### src/rtl/seg_scan_mux_pkg.sv
// Shared constants for the 7-segment scan driver and its helpers.
package seg_scan_mux_pkg;

  typedef logic [3:0] nibble_t;

  localparam int unsigned DIGITS_DEF = 4;
  localparam logic        DP_OFF     = 1'b1;
  localparam nibble_t     HEX_RST    = 4'h0;

endpackage

### src/rtl/seg_scan_mux_tick_gen.sv
// Free-running prescaler: counts 0..REFRESH_DIV-1, tick marks the last count.
module tick_gen #(
  parameter int unsigned REFRESH_DIV = 50000,
  parameter int unsigned DIV_W       = 16
) (
  input  logic             clk,
  input  logic             rst,
  output logic             tick,
  output logic [DIV_W-1:0] cnt
);

  logic [DIV_W-1:0] cnt_q, cnt_d;

  assign tick = (cnt_q == DIV_W'(REFRESH_DIV - 1));
  assign cnt  = cnt_q;

  always_comb begin
    cnt_d = tick ? '0 : cnt_q + DIV_W'(1);
  end

  always_ff @(posedge clk) begin
    if (rst) cnt_q <= '0;
    else     cnt_q <= cnt_d;
  end

endmodule

### src/rtl/seg_scan_mux.sv
// Multiplexed common-anode display scanner: frame-synchronous value update,
// anti-ghosting blank gap and leading-zero suppression, all outputs registered.
module seg_scan_mux
  import seg_scan_mux_pkg::*;
#(
  parameter int unsigned DIGITS      = DIGITS_DEF,
  parameter int unsigned REFRESH_DIV = 50000,
  parameter int unsigned BLANK_CYC   = 2,
  parameter int unsigned DIV_W       = 16
) (
  input  logic                  clk,
  input  logic                  rst,
  input  logic [4*DIGITS-1:0]   value,
  input  logic                  value_vld,
  input  logic [DIGITS-1:0]     dp_in,
  input  logic                  lz_blank,
  output logic [3:0]            hex,
  output logic [DIGITS-1:0]     an,
  output logic                  dp,
  output logic                  frame_start
);

  localparam int unsigned IDX_W = (DIGITS > 1) ? $clog2(DIGITS) : 1;

  logic             tick;
  logic [DIV_W-1:0] cnt;
  logic             wrap;

  logic [IDX_W-1:0]    idx_q, idx_d;
  logic [4*DIGITS-1:0] pend_q, pend_d;
  logic [4*DIGITS-1:0] disp_q, disp_d;
  nibble_t             hex_q, hex_d;
  logic [DIGITS-1:0]   an_q, an_d;
  logic                dp_q, dp_d;
  logic                fs_q, fs_d;
  logic [DIGITS-1:0]   lz_mask;
  logic                zero_above;

  tick_gen #(
    .REFRESH_DIV (REFRESH_DIV),
    .DIV_W       (DIV_W)
  ) u_tick (
    .clk  (clk),
    .rst  (rst),
    .tick (tick),
    .cnt  (cnt)
  );

  assign wrap = tick && (idx_q == IDX_W'(DIGITS - 1));

  always_comb begin
    idx_d  = idx_q;
    pend_d = pend_q;
    disp_d = disp_q;
    if (tick) idx_d = wrap ? '0 : idx_q + IDX_W'(1);
    if (value_vld) pend_d = value;
    // a strobe landing on the boundary bypasses pend so it shows this frame
    if (wrap) disp_d = value_vld ? value : pend_q;
  end

  // Walk from the most significant digit down; digit 0 is never suppressed.
  always_comb begin
    lz_mask    = '0;
    zero_above = 1'b1;
    for (int unsigned i = DIGITS - 1; i >= 1; i--) begin
      zero_above = zero_above & (disp_q[4*i +: 4] == 4'h0);
      lz_mask[i] = lz_blank & zero_above;
    end
  end

  always_comb begin
    hex_d = disp_q[{idx_q, 2'b00} +: 4];
    dp_d  = lz_mask[idx_q] ? DP_OFF : ~dp_in[idx_q];
    an_d  = '1;
    if ((cnt >= DIV_W'(BLANK_CYC)) && !lz_mask[idx_q]) an_d[idx_q] = 1'b0;
    fs_d  = wrap;
  end

  always_ff @(posedge clk) begin
    if (rst) begin
      idx_q  <= '0;
      pend_q <= '0;
      disp_q <= '0;
      hex_q  <= HEX_RST;
      an_q   <= '1;
      dp_q   <= DP_OFF;
      fs_q   <= 1'b0;
    end else begin
      idx_q  <= idx_d;
      pend_q <= pend_d;
      disp_q <= disp_d;
      hex_q  <= hex_d;
      an_q   <= an_d;
      dp_q   <= dp_d;
      fs_q   <= fs_d;
    end
  end

  assign hex         = hex_q;
  assign an          = an_q;
  assign dp          = dp_q;
  assign frame_start = fs_q;

endmodule

### config.mk
export PLATFORM = sky130hd
export DESIGN_NAME = seg_scan_mux
export DESIGN_NICKNAME = d
export VERILOG_FILES = /design/src/rtl/seg_scan_mux_pkg.sv /design/src/rtl/seg_scan_mux_tick_gen.sv /design/src/rtl/seg_scan_mux.sv
export SDC_FILE = /design/constraint.sdc
export NUM_CORES = 1
export LEC_CHECK = 0
export BUFFER_PORTS_ARGS = -buffer_cell sky130_fd_sc_hd__buf_2
export CORE_UTILIZATION = 56
export DETAILED_ROUTE_END_ITERATION = 8
export PLACE_DENSITY = 0.75
export SLEW_MARGIN = 20
export SYNTH_ARGS = -nofsm -noshare
export SYNTH_HDL_FRONTEND = slang
export SYNTH_SLANG_ARGS = --single-unit
### constraint.sdc
create_clock -name clk -period 2.6 [get_ports clk]
set_clock_uncertainty 0.15 [all_clocks]
set_input_delay 0.52 -clock clk [delete_from_list [all_inputs] [get_ports clk]]
set_output_delay 0.52 -clock clk [all_outputs]
set_load 0.02 [all_outputs]
# After elaboration in Yosys (flattened, before gate mapping)
# Cells that the tools add are included.
dict set report totals {
  wordCells 42
  latch_bits 0
  mem_count 0
  mem_bits_ro 0
  in_bits 24
  ramBits 0
  out_inout_bits 10
  reg_bits 60
}
dict set report op_classes {
  multipliers 0
  add_sub_neg 2
  n_eq_ne 2
  n_bitwise 8
  magnitude_cmp 3
  n_mux 8
  shift 1
  div_mod_pow 0
  n_reduce_logical 10
}
# cell n
set ops {}
lappend ops {{$add A16 B1 Y16 const B} 1}
lappend ops {{$eq A16 B16 Y1 const B} 1}
lappend ops {{$ge A16 B2 Y1 const B} 1}
lappend ops {{$mux W16} 1}
lappend ops {{$shiftx A16 B5 Y4} 1}
lappend ops {{$logic_not A4 Y1} 3}
lappend ops {{$reduce_or A2 Y1} 3}
lappend ops {{$and A1 B1 Y1} 5}
lappend ops {{$bmux W1 S2} 2}
lappend ops {{$not A4 Y4} 1}
lappend ops {{$logic_and A1 B1 Y1} 3}
lappend ops {{$lt A2 B3 Y1 const B} 1}
lappend ops {{$mux W1} 3}
lappend ops {{$add A2 B1 Y2 const B} 1}
lappend ops {{$demux W1 S2} 1}
lappend ops {{$eq A2 B2 Y1 const B} 1}
lappend ops {{$ge A2 B1 Y1 const B} 1}
lappend ops {{$mux W2} 1}
lappend ops {{$not A1 Y1} 2}
lappend ops {{$logic_not A1 Y1} 1}

# Longest topological paths before layout
# Gate-level depths: netlist of the first run.
dict set report logic_depth {
  word_depth 10
  depth_mapped 7
  ltp_nobuf 5
}

# Modules after synthesis
# A second synthesis of the first run with hierarchy kept.
dict set report hier_totals {
  cells_unflattened 240
  hier_area_um2 2422.3
}
# mod cells_each n_inst area_per_inst_um2
set modules_own_cells {}
lappend modules_own_cells {seg_scan_mux 159 1 1711.6}
lappend modules_own_cells {tick_gen 81 1 710.7}

# Worst setup path after synthesis of the first run
# Ideal clock, no wire load.
dict set report synth_timing {
  path_kind {reg-to-reg}
  start {register u_tick.cnt_q[4] (netlist: u_tick.cnt[4])}
  end {register disp_q[10]}
  arrival_time_ns 1.885
  period_less_slack_ns 2.157
  n_path_buf 1
  stages_incl_launch_ff 6
  required_ns 2.329
  path_slack_ns 0.443
  path_cell_list {dfxtp_1 -> or4_4 -> nor4_4 -> nand2_4 -> buf_6 -> mux2_4}
}
dict set report synth_between {
  elab_chain_cells 2
}
# item line_no
set synth_rtl {}
lappend synth_rtl {{from (decl)} seg_scan_mux_tick_gen.sv:12} ;# logic [DIV_W-1:0] cnt_q, cnt_d;
lappend synth_rtl {{from (signal assigned)} seg_scan_mux_tick_gen.sv:23} ;# else cnt_q <= cnt_d;
lappend synth_rtl {{$eq A16 B16 Y1} seg_scan_mux_tick_gen.sv:14} ;# assign tick = (cnt_q == DIV_W'(REFRESH_DIV - 1));
lappend synth_rtl {{$logic_and A1 B1 Y1} seg_scan_mux.sv:49} ;# assign wrap = tick && (idx_q == IDX_W'(DIGITS - 1));
lappend synth_rtl {{to (signal assigned)} seg_scan_mux.sv:91} ;# disp_q <= disp_d;
lappend synth_rtl {{to (decl)} seg_scan_mux.sv:31} ;# logic [4*DIGITS-1:0] disp_q, disp_d;
# Every way passes these cells.
# A chain may end at the register's enable or synchronous reset.

# Worst setup path after layout of the first run
dict set report layout_timing {
  start {register u_tick.cnt_q[1] (netlist: u_tick.cnt[1])}
  end {register disp_q[7]}
}
# Same word-level chain as after synthesis.

==> metrics.txt, run 1 <==
post-synthesis register bit count=60; synthesized area per cell=10.6 um2; CTS tree=yes; first-pass GRT wire length=7230 um; Comb power frac=0.047; Via density=5.25; sum of negative setup slack=0 ns; kind of critical path=flop to flop; wire per inst=12.7 um; Fin. Hold Viols=0; register area share after synthesis=0.470; Hold Crit Class=primary input to flop; Worst-Skew Late Latency=0.34 ns; compound-cell area share of the yosys netlist=0.00979; Critical Path RT=2.67 ns; H-tree depth=3; fin. max-slew vios=0; Slew @ Worst Pin=0.485 ns; Tcrit/Tclk final=0.865; Overall Power=1.94 mW; final setup violation count=0; Post-Synth Simple-Gate Area=0.213; WP data arrival=2.32 ns; post-CTS setup buffers=0; Final Core Density=0.674; synth unique cells=33; standby leakage power=1.24 nW; post-layout min period=2.25 ns; leading area contributor after synthesis=dfxtp_1; initial antenna violation count=0; crit path cell chain=ha_1 -> nand4_1 -> nor4_4 -> nand2_4 -> mux2_4; CP startpoint=u_tick.cnt[1]; number of synthesized flops with an enable pin=0; synth top area cells=dfxtp_1 (47%), mux2i_1 (7.1%), nor2_1 (5.9%); Max VDD drop=394 uV; number of global-route vias before repair=1561; Iteration-0 DRC Markers=127; xor and xnor area share after synthesis=0.0446; CTS Buffer Depth=2; Post-DP HPWL=2950 um; Pwr Density=656 nW/um2; core area=4380 um2; antenna cells=0; DRC viols=0; antenna viol nets, final=0; number of core rows=24; run status=completed; Max FO, Critical Path=17; Syn-to-layout area delta=15.7%; root buf cell=clkbuf_8; final net count=303; Yosys top cell area share=0.470; Ports=34; Design Area, Final=2960 um2; Initial Util=0.583; CTS Sinks=60; sw power=0.417 mW; R2R Setup Slk=0.35 ns; Startpoint Class=flop; Synth Warn #=0; Die ar.=4840 um2; ys flop type=dfxtp_1; Syn Std Cell Area=2550 um2; FMAX=445 MHz; largest family of logic cells by synthesized area=simple AND/OR/NAND/NOR gates; clock share of power=0.462; FF-to-FF Start=u_tick.cnt[1]; Switching Share=0.215; Initial DRT Pass Iterations=4; Post-Synth Adder-Cell Area=0.0294; WL final=4200 um; # hold bufs at CTS=0; CP max stage cell=nor4_4; area of the multi-input gates=1260 um2; Flop pwr share=0.490; Async S/R FF share, synth=0; # fillers=349; Reg clk slew, reported paths=0.07 ns; Syn Nets=272; Max-slew headroom=0.677; Post-synth top cells=dfxtp_1 (60), nor2_1 (40), nor2b_1 (20); largest net degree at the start of global routing=29; Post-CTS Resized=0; max incr delay on CP=0.45 ns; FF+latch area=1200 um2; layout cells sized above 1=0.270; WHS=0.315 ns; max_cap viols=0; mux share of post-synthesis cell area=0.198; Mapped Cells=242; Hold Crit Start=value[12]; Crit. End Element=flop; all-layer global routing usage=0.193; RSZ-0062 raised after global routing=no; PortBufs=33; chip width=69.5 um; most used standard cell by instance count after synthesis=dfxtp_1; total grt overflow=0; RR Endpoint=disp_q[7]; Placer Congestion=0.849; placed instance area=2740 um2; reg2reg path depth=5; Chip Height=69.5 um; Worst setup endpoint=disp_q[7]; P_int=1.52 mW; cts bufs inserted=9; vias post-DR=1732
final cells by class:
type,count,area share
multi-input cells,162,0.428
well taps,52,0.0220
clock inverters,6,0.0301
repair buffers,34,0.0627
flip-flops and latches,60,0.406
inverters,6,0.00762
clock buffers,10,0.0432
layer usage:
metal | up-vias | wire length, um | global-route usage
li1 | 894 | - | -
met1 | 780 | 2260 | 0.285
met2 | 47 | 1620 | 0.245
met3 | 11 | 197 | 0.0451
met4 | 0 | 119 | 0.129
met5 | - | 0 | 0
state kept, by name, indices dropped and copies added, names as in the netlist:
signal       cells
an               4
pend_q          16
hex              4
disp_q          16
u_tick.cnt      16
frame_start      1
dp               1
idx_q            2
cell usage in the layout, fill, tap and decap left out, types with 4 or more instances in the layout:
| cell | instances |
|---|---|
| inv_1 | 6 |
| xnor2_1 | 10 |
| nand4b_1 | 4 |
| nor3_1 | 6 |
| mux2i_1 | 18 |
| mux4_2 | 5 |
| nand4_1 | 6 |
| ha_1 | 6 |
| nor2b_1 | 20 |
| nand3_1 | 7 |
| nor2_1 | 40 |
| mux2_2 | 7 |
| buf_2 | 33 |
| clkbuf_8 | 9 |
| dfxtp_1 | 60 |
| mux2_4 | 9 |
| nor4_1 | 4 |
power by group through the flow:
stage / Sequential [mW] / Clock [mW] / Combinational, mW
after global placement: 0.970 / 0 / 0.0911
after detailed placement: 0.972 / 0 / 0.0922
after floorplan: 0.972 / 0 / 0.0596
after CTS: 0.951 / 0.911 / 0.0926
final: 0.951 / 0.896 / 0.0916
after global routing: 0.953 / 0.949 / 0.102
worst min path at each step:
stage                endpoint  slack, ns  depth (start not counted)
6_report           pend_q[12]       0.32                          3
5_1_grt            pend_q[15]       0.33                          3
3_3_place_gp   u_tick.cnt[15]       0.34                          2
4_1_cts             pend_q[4]       0.32                          3
2_1_floorplan   u_tick.cnt[0]       0.31                          1
3_5_place_dp   u_tick.cnt[15]       0.35                          2
per-stage QoR:
step                setup slack, ns  instances
CTS                           0.345        330
global route                  0.139        330
finish                        0.351        330
floorplan                     0.443        242
global placement              0.392        314
detailed placement            0.337        314
critical path, delay by kind of cell (launching register included):
kind,cells,cell delay [ns]
adders and majority gates,1,0.26
DFF,1,0.43
muxes,1,0.35
and+or+nand+nor,3,0.96
cells by family (layout without fill, tap and decap cells):
group,count (synthesis),count (layout)
flip-flops,60,60
buffers and inverters,20,56
adder cells (fa/ha/maj),6,6
XOR/XNOR,13,13
multiplexers,39,39
AO/OA/AOI/OAI,4,4
AND/OR/NAND/NOR,100,100
(Power assumes the default switching activity.)
==> inputs of run 2 (changes only) <==
Settings changed: RECOVER_POWER from default to 25.
==> run 2 against run 1 <==
  * Utilization shrank 0.057 points
  * Setup slack stayed put
  * Final cell count unchanged
  * Design area about the same
  * Clock power about the same
  * Global-route usage unchanged
  * Routed wire length about the same
  * Sequential power hardly changed
  * Total power about the same
  * Via count did not move
  * Largest cell class unchanged
==> metrics.txt, run 2 (synthesis gave the netlist of run 1 again) <==
chip width=69.5 um (unchanged); FF+latch area=1200 um2 (unchanged); antenna viol nets, final=0 (unchanged); run status=completed; WP data arrival=2.32 ns (about the same); number of core rows=24 (unchanged); FF-to-FF Start=u_tick.cnt[1]; Chip Height=69.5 um (unchanged); cts bufs inserted=9 (unchanged); Iteration-0 DRC Markers=127 (unchanged); kind of critical path=flop to flop; Slew @ Worst Pin=1.16 ns (+0.674 ns); total grt overflow=0 (unchanged); reg2reg path depth=5 (unchanged); DRC viols=0 (unchanged); PortBufs=33 (unchanged); initial antenna violation count=0 (unchanged); area of the multi-input gates=1260 um2 (unchanged); wire per inst=12.7 um (about the same); Hold Crit Start=value[12]; setup slack at placement=0.337 ns (unchanged); Initial DRT Pass Iterations=4 (unchanged); Placer Congestion=0.849 (unchanged); # fillers=349 (unchanged); Min-Delay Path Depth=3 (unchanged); vias post-DR=1732 (unchanged); WHS=0.315 ns (unchanged); CTS tree=yes; Startpoint Class=flop; Via density=5.25 (unchanged); post-layout min period=2.25 ns (unchanged); core area=4380 um2 (unchanged); Initial Util=0.583 (unchanged); R2R Setup Slk=0.35 ns (about the same); Overall Power=1.94 mW (about the same); Final Core Density=0.674 (about the same); worst setup margin=0.351 ns (unchanged); max_cap viols=0 (unchanged); final setup violation count=0 (unchanged); Design Area, Final=2950 um2 (about the same); Syn-to-layout area delta=15.6% (about the same); H-tree depth=3 (unchanged); Inst Count DP=314 (unchanged); Crit. End Element=flop; # hold bufs at CTS=0 (unchanged); root buf cell=clkbuf_8; first-pass GRT wire length=7230 um (unchanged); Hold Crit Class=primary input to flop; standby leakage power=1.24 nW (-0.58%); placed instance area=2740 um2 (unchanged); sum of negative setup slack=0 ns (unchanged); CTS Sinks=60 (unchanged); Max-slew headroom=0.228 (-0.449); Max FO, Critical Path=17 (unchanged); largest net degree at the start of global routing=29 (unchanged); Tcrit/Tclk final=0.865 (unchanged); FMAX=445 MHz (unchanged); Hold Path Sink=pend_q[12]; Reg clk slew, reported paths=0.07 ns (about the same); RR Endpoint=disp_q[7]; final net count=303 (unchanged); WL final=4200 um (about the same); all-layer global routing usage=0.193 (unchanged); Ports=34 (unchanged); Max VDD drop=394 uV (about the same); CTS Buffer Depth=2 (unchanged); Worst-Skew Late Latency=0.34 ns (about the same); RSZ-0062 raised after global routing=no; layout cells sized above 1=0.263 (-0.00719); Fin. Hold Viols=0 (unchanged); Pwr Density=657 nW/um2 (+0.11%); Post-CTS Resized=0 (unchanged); number of global-route vias before repair=1561 (unchanged); fin. max-slew vios=0 (unchanged); commonest cells after routing, fill and taps aside=dfxtp_1 (60), nor2_1 (40), buf_2 (31), nor2b_1 (20), mux2i_1 (18); Die ar.=4840 um2 (unchanged); non-filler cells, final=330 (unchanged); leading cell type in the layout, fill and taps excluded=dfxtp_1; post-CTS setup buffers=0 (unchanged); Post-DP HPWL=2950 um (unchanged); Critical Path RT=2.67 ns (about the same); antenna cells=0 (unchanged)
[run 2: changes by cell type in the layout (fill, tap and decap cells not counted), sizes merged]
cell and delta:
buf -2, clkbuf +2
[run 2: worst max-delay path by stage]
stage / cells past startpoint / slack [ns] / to / start
finish: 5 / 0.35 / disp_q[7] / u_tick.cnt[1]
global route: 5 / 0.14 / disp_q[7] / u_tick.cnt[1]
CTS: 5 / 0.35 / disp_q[7] / u_tick.cnt[1]
detailed placement: 5 / 0.34 / disp_q[7] / u_tick.cnt[0]
global placement: 4 / 0.39 / disp_q[8] / u_tick.cnt[4]
floorplan: 5 / 0.44 / disp_q[10] / u_tick.cnt[4]
[run 2: layer usage]
metal / global-route usage / wire length [um] / vias to the layer above
met5: 0 / 0 / -
met4: 0.129 / 119 / 0
met3: 0.0451 / 199 / 11
met2: 0.245 / 1620 / 47
met1: 0.285 / 2260 / 780
li1: - / - / 894
[run 2: cell type report]
cell class | instances | area share
clock buffer | 10 | 0.0432
tap | 52 | 0.0220
clock inverter | 6 | 0.0301
inverter | 6 | 0.00763
timing repair buffer | 34 | 0.0619
multi-input combinational | 162 | 0.428
sequential | 60 | 0.407
[run 2: report_power, final]
part | internal (mW) | switching, mW
logic | 0.0423 | 0.0497
registers | 0.940 | 0.0104
clock network | 0.539 | 0.357
[run 2: worst max-delay path, stage by stage (launching register included)]
cell     delay, ns
dfxtp_1       0.43
ha_1          0.26
nand4_1       0.25
nor4_4        0.45
nand2_4       0.26
mux2_4        0.35
